[src/rtl/pipeline_flow_ctrl.sv]
// Stall/flush sequencer: fixed-priority per-stage enables, flush/bubble controls,
// saturating event counters, drain-then-halt sequencing and a memory-timeout trap.
module pipeline_flow_ctrl #(
  parameter int CNT_W       = 16,
  parameter int MEM_TIMEOUT = 15,
  parameter int DRAIN       = 3
) (
  input  logic             CLK,
  input  logic             RESET_N,
  input  logic             kill,
  input  logic             load_use,
  input  logic             halt_req,
  input  logic             mem_req,
  input  logic             mem_ready,
  output logic             pc_we,
  output logic             ifid_we,
  output logic             idex_we,
  output logic             exmem_we,
  output logic             ifid_flush,
  output logic             idex_bubble,
  output logic             memwb_bubble,
  output logic             halted,
  output logic             mem_err,
  output logic [CNT_W-1:0] stall_count,
  output logic [CNT_W-1:0] flush_count
);

  typedef enum logic [1:0] {S_RUN, S_MEM_WAIT, S_DRAIN, S_HALT} state_e;

  localparam logic [7:0]       TMO      = 8'(MEM_TIMEOUT);
  localparam logic [2:0]       DRN_LAST = 3'(DRAIN - 1);
  localparam logic [CNT_W-1:0] CNT_MAX  = '1;

  // Control vector order: {pc, ifid, idex, exmem, ifid_flush, idex_bubble, memwb_bubble}
  localparam logic [6:0] CTL_NORM   = 7'b1111000;
  localparam logic [6:0] CTL_FREEZE = 7'b0000001;
  localparam logic [6:0] CTL_LDUSE  = 7'b0011010;
  localparam logic [6:0] CTL_KILL   = 7'b1111100;
  localparam logic [6:0] CTL_DRAIN  = 7'b0111100;

  state_e           state_q, state_d;
  logic [7:0]       wait_cnt_q, wait_cnt_d;
  logic [2:0]       drain_cnt_q, drain_cnt_d;
  logic             mem_err_q, mem_err_d;
  logic [CNT_W-1:0] stall_cnt_q, flush_cnt_q;

  logic       mem_stall, freeze;
  logic       stall_ev, flush_ev;
  logic [7:0] wait_nxt;
  logic [6:0] ctl;

  assign mem_stall = mem_req & ~mem_ready;
  // Once waiting, only mem_ready releases the freeze; mem_req is already latched in MEM.
  assign freeze    = (state_q == S_MEM_WAIT) ? ~mem_ready : mem_stall;
  assign wait_nxt  = (state_q == S_RUN) ? 8'd1 : wait_cnt_q + 8'd1;

  always_comb begin
    state_d     = state_q;
    wait_cnt_d  = wait_cnt_q;
    drain_cnt_d = drain_cnt_q;
    mem_err_d   = mem_err_q;
    ctl         = 7'b0;
    stall_ev    = 1'b0;
    flush_ev    = 1'b0;
    case (state_q)
      S_RUN, S_MEM_WAIT: begin
        if (freeze) begin
          ctl        = CTL_FREEZE;
          stall_ev   = 1'b1;
          wait_cnt_d = wait_nxt;
          if (wait_nxt >= TMO) begin
            mem_err_d = 1'b1;
            state_d   = S_HALT;
          end else begin
            state_d   = S_MEM_WAIT;
          end
        end else begin
          wait_cnt_d = 8'd0;
          state_d    = S_RUN;
          if (load_use) begin
            ctl      = CTL_LDUSE;
            stall_ev = 1'b1;
          end else if (kill) begin
            ctl      = CTL_KILL;
            flush_ev = 1'b1;
          end else begin
            ctl = CTL_NORM;
            if (halt_req) begin
              state_d     = S_DRAIN;
              drain_cnt_d = 3'd0;
            end
          end
        end
      end
      S_DRAIN: begin
        // ID is being flushed, so kill/load_use/halt_req carry no meaning here.
        if (mem_stall) begin
          ctl        = CTL_FREEZE;
          stall_ev   = 1'b1;
          wait_cnt_d = wait_nxt;
          if (wait_nxt >= TMO) begin
            mem_err_d = 1'b1;
            state_d   = S_HALT;
          end
        end else begin
          ctl         = CTL_DRAIN;
          wait_cnt_d  = 8'd0;
          drain_cnt_d = drain_cnt_q + 3'd1;
          if (drain_cnt_q == DRN_LAST) state_d = S_HALT;
        end
      end
      S_HALT:  ctl = 7'b0;
      default: state_d = S_RUN;
    endcase
  end

  always_ff @(posedge CLK or negedge RESET_N) begin
    if (!RESET_N) begin
      state_q     <= S_RUN;
      wait_cnt_q  <= 8'd0;
      drain_cnt_q <= 3'd0;
      mem_err_q   <= 1'b0;
      stall_cnt_q <= '0;
      flush_cnt_q <= '0;
    end else begin
      state_q     <= state_d;
      wait_cnt_q  <= wait_cnt_d;
      drain_cnt_q <= drain_cnt_d;
      mem_err_q   <= mem_err_d;
      if (stall_ev && stall_cnt_q != CNT_MAX) stall_cnt_q <= stall_cnt_q + 1'b1;
      if (flush_ev && flush_cnt_q != CNT_MAX) flush_cnt_q <= flush_cnt_q + 1'b1;
    end
  end

  // Controls are forced quiet while reset is held, independent of the registers.
  assign {pc_we, ifid_we, idex_we, exmem_we, ifid_flush, idex_bubble, memwb_bubble} =
         RESET_N ? ctl : 7'b0;

  assign halted      = (state_q == S_HALT);
  assign mem_err     = mem_err_q;
  assign stall_count = stall_cnt_q;
  assign flush_count = flush_cnt_q;

endmodule

[config.mk]
export PLATFORM = sky130hd
export DESIGN_NAME = pipeline_flow_ctrl
export DESIGN_NICKNAME = d
export VERILOG_FILES = /design/src/rtl/pipeline_flow_ctrl.sv
export SDC_FILE = /design/constraint.sdc
export NUM_CORES = 1
export LEC_CHECK = 0
export ABC_AREA = 1
export ABC_CLOCK_PERIOD_IN_PS = 4000
export CORE_AREA = 4 4 89 91
export CTS_BUF_LIST = sky130_fd_sc_hd__clkbuf_4 sky130_fd_sc_hd__clkbuf_8
export DETAILED_ROUTE_END_ITERATION = 12
export DIE_AREA = 0 0 93 95
export GPL_TIMING_DRIVEN = 0
export HOLD_SLACK_MARGIN = 0.05
export SYNTH_ARGS = -nofsm -noshare
export SYNTH_HDL_FRONTEND = slang
export SYNTH_SLANG_ARGS = --single-unit
[constraint.sdc]
create_clock -name CLK -period 4 [get_ports CLK]
set_clock_uncertainty 0.2 [all_clocks]
set_input_delay 0.6 -clock CLK [delete_from_list [all_inputs] [get_ports CLK]]
set_output_delay 0.6 -clock CLK [all_outputs]
set_load 0.02 [all_outputs]
# Word-level counts from Yosys, hierarchy flattened
# Index checks and enable logic that the tools add are counted.
# Widths: inputs -> output; s select.
# word_totals
regBits	46
in_bits	7
wordCells	74
output_inout_bits	41
# classes
reduce_logical	8
n_bitwise	2
muxes	38
addsub	4
n_eq_ne	15
n_lt_le_gt_ge	1
# ops
op	count
$add 16x1->16 const B	2
$ne 16x16->1 const B	2
$mux 8	3
$mux 7	3
$pmux 7 s3	1
$mux 3	6
$mux 2	8
$pmux 8 s2	1
$ne 2x2->1 const B	7
$mux 1	11
$add 8x1->8 const B	1
$ge 8x4->1 const B	1
$mux 6	1
$ne 3x3->1 const B	2
$pmux 3 s2	1
$reduce_and 3->1	2
$reduce_and 6->1	1
$eq 2x2->1 const B	2
$pmux 1 s2	2
$pmux 2 s2	1
$add 3x1->3 const B	1
$eq 3x2->1 const B	1
$eq 2x1->1 const B	1
$logic_and 1x1->1	2
5 further kinds	5

# Longest topological paths before layout
# depth
depth_word	6
ltp_mapped	12
depth_no_buf	12

# Worst setup path before layout
# No wires, ideal clock.
# synth_path
kind	input port to output port
startpoint	input mem_ready
endpoint	output idex_we
t_arrival_ns	1.645
path_buffers	1
stages	7
t_required_ns	3.200
slack_ns	1.555
path_cell_list	inv_1 > nand2_1 > nand2_2 > inv_4 > nand2_1 > a21oi_1 > buf_4
# synth_between
elab_chain_len	6
word_cells_on_any_way	7
classes_between	mux (5); bitwise (2)
# synth_rtl
element	line	text
start, declared	14	input logic mem_ready,
$not 1->1 (*)	52, 54	
$and 1x1->1	52	assign mem_stall = mem_req & ~mem_ready;
$mux 1	54	assign freeze = (state_q == S_MEM_WAIT) ? ~mem_ready : mem_stall;
$mux 7	67	if (freeze) begin
$pmux 7 s3 (*)	65	case (state_q)
$mux 7 (*)	137	RESET_N ? ctl : 7'b0;
end, declared	17	output logic idex_we,
# Mark *: on every way between the ends. The rest lies on a longest branch, timed or not.

# Worst setup path in the final report
# layout_path
startpoint	input RESET_N
endpoint	output idex_we
# layout_between
elab_chain_len	1
# layout_rtl
element	line	text
start, declared	9	input logic RESET_N,
$mux 7	137	
# Every way passes these cells.

==> flow_summary.ini <==
[detailed_routing]
drc = 0
wl_per_cell_um = 12.1
vias_per_cell = 4.68
drtIter0Drc = 112
vias = 2309
dr.pass1.iters = 4
wirelength_um = 5980
ant_nets = 0

[power]
powerDensity_nw_per_um2 = 556
peakVddDrop_mv = 0.352
p_sw_uw = 827
internal_power_mw = 1.11
power_leakage_nw = 1.62
swShare_pct = 42.7
pwr-share-seq_pct = 37.1
clkPwrFrac_pct = 15.7
pwr-share-comb_pct = 47.2

[place]
io_buffers = 47
dp.final_hpwl_um = 4620
place_congestion = 0.793
place_area_um2 = 3380

[setup_path]
cp-start-kind = input port
cp-end-kind = output port
required_ps = 3200
crit_type = in -> out
rrSetupSlack_ps = 2030
critPathArrivalTime_ps = 2830
path_max_fanout = 35

[logic_synthesis]
ys_warn_count = 0
synthCells = 337
synth.distinct_cells = 33
avgSynthCellArea_um2 = 8.22
synth_area_um2 = 2770
synth-seq-cells = 46
synth_fp_nets = 349
synth_seq_area_share_pct = 41.6

[clocking]
clk_pin_slew_ps = 80
numCtsBuffers = 5
clock_path_buffers = 2
ctsResizeCount = 0
cts_max_level = 2
cts_tree = done
clock_sink_count = 46
root_buffer = clkbuf_8
clk_latency_ps = 300

[timing]
slew_violations = 0
setup_viol = 0
max_freq_mhz = 275
rsz0062_at_grt = no
period_needed_ps = 3630
tightest_slew_ps = 400
setup_tns_ps = 0
hold_viol = 0
finalHoldWorstSlack_ps = 306
maxSlewHeadroom_pct = 73.3
post-route-period-util_pct = 90.8

[die]
start_util_pct = 38.8
die_width_um = 93
rows = 31
dieArea_um2 = 8840
die_y_um = 95
core_um2 = 7140
num_io_pins = 48

[final_layout]
post-route-cell-area_um2 = 3480
nets = 405
syn_to_final_growth_pct = 25.8
utilization_pct = 48.8
insertedDiodeCount = 0
fill_cells = 728
drive_above_1_share_pct = 13.2

[global_routing]
gr-total-overflow = 0
grt_max_degree = 36
grt_pass1_wl_um = 10300
track_usage_pct = 14.5
grt_pass1_vias = 2297
antenna_found_initial = 0

[status]
outcome = finished, final reports clean

[flow_run]
drv.max_cap_violation_count = 0

[min_path]
hp-class = reg -> reg
[critical path, stage by stage]
cell,delay (ps)
dlygate4sd3_1,520
buf_2,300
buf_12,260
inv_1,140
a21oi_1,250
buf_4,150
clkdlybuf4s50_1,600
[power by group through the flow]
| stage | sequential, mW | clock, mW | combinational (mW) |
|---|---|---|---|
| after floorplan | 0.805 | 0 | 0.490 |
| after global placement | 0.729 | 0 | 0.912 |
| after detailed placement | 0.727 | 0 | 0.924 |
| after CTS | 0.720 | 0.315 | 0.930 |
| after global routing | 0.742 | 0.333 | 1.01 |
| final | 0.718 | 0.304 | 0.915 |
[logic make-up after synthesis]
logic type	count (synthesis)	synth area share, %
AND/OR/NAND/NOR	170	30.7
buffers and inverters	52	8.31
flip-flops	46	41.6
AO/OA/AOI/OAI	33	7.36
XOR/XNOR	31	9.80
adder cells (fa/ha/maj)	5	2.26
[cell usage after synthesis (all sizes together)]
cell	instances	area (um2)
nand2	88	373
inv	47	179
dfrtp	46	1150
nor2	31	161
nand3	26	145
xor2	25	219
o21ai	17	104
nor3	14	85.1
nand4	9	71.3
a21oi	6	30.0
xnor2	6	52.6
ha	5	62.6
o22ai	5	31.3
buf	4	46.3
nor3b	2	15.0
o21bai	2	15.0
a211o	1	8.76
clkinv	1	5.00
o21a	1	7.51
o31ai	1	7.51
[through the flow]
step | total power [mW] | std cells | setup WS, ps
after floorplan | 1.29 | 337 | 1560
after global placement | 1.64 | 483 | -1030
after detailed placement | 1.65 | 484 | 617
after CTS | 1.97 | 493 | 265
after global routing | 2.09 | 493 | 145
final | 1.94 | 493 | 368
[cells in the final DEF (no fill, tap or decap), drive strengths merged, types with 7 or more instances in the layout]
cell type      instances
nand2                 88
inv                   47
dfrtp                 46
clkdlybuf4s50         46
nor2                  31
nand3                 26
xor2                  25
o21ai                 17
nor3                  14
nand4                  9
clkbuf                 7
[layout make-up]
| cell class | instances | area (um2) | share of cell area [%] |
|---|---|---|---|
| tap | 99 | 124 | 3.55 |
| clock inverter | 1 | 5.00 | 0.144 |
| timing repair buffer | 49 | 495 | 14.2 |
| sequential | 46 | 1150 | 33.0 |
| inverter | 48 | 184 | 5.28 |
| clock buffer | 7 | 90.1 | 2.59 |
| multi-input combinational | 239 | 1390 | 39.9 |
| buffer | 4 | 46.3 | 1.33 |
[routing by layer]
| layer | part of all wire [%] | global-route usage, % | vias up | wire length [um] |
|---|---|---|---|---|
| li1 | - | - | 1193 | - |
| met1 | 48 | 18.8 | 1071 | 2860 |
| met2 | 47 | 24.5 | 41 | 2790 |
| met3 | 4.7 | 3.67 | 4 | 283 |
| met4 | 0.77 | 2.93 | 0 | 46 |
| met5 | 0 | 0 | - | 0 |
[sequential cells by signal (all words and copies together) (netlist names)]
signal	flops
drain_cnt_q	3
wait_cnt_q	8
mem_err	1
stall_count	16
state_q	2
flush_count	16
[what timing repair did]
action,CTS,global route
hold endpoints to repair,12,0
buffers inserted,0,0
hold buffers,1,0
setup endpoints to repair,0,0
[worst paths after layout]
check | start | endpoint | cells past startpoint
worst max-delay path | RESET_N | idex_we | 7
worst min-delay path | drain_cnt_q[0]$_DFFE_PN0P_ | drain_cnt_q[0]$_DFFE_PN0P_ | 1
worst max register to register | stall_count[0]$_DFFE_PN0P_ | stall_count[1]$_DFFE_PN0P_ | 9
worst min register to register | drain_cnt_q[0]$_DFFE_PN0P_ | drain_cnt_q[0]$_DFFE_PN0P_ | 1
max in group asynchronous | RESET_N | stall_count[1]$_DFFE_PN0P_ | 3
min in group asynchronous | RESET_N | wait_cnt_q[2]$_DFFE_PN0P_ | 2
Power figures use the tool's default switching activity.
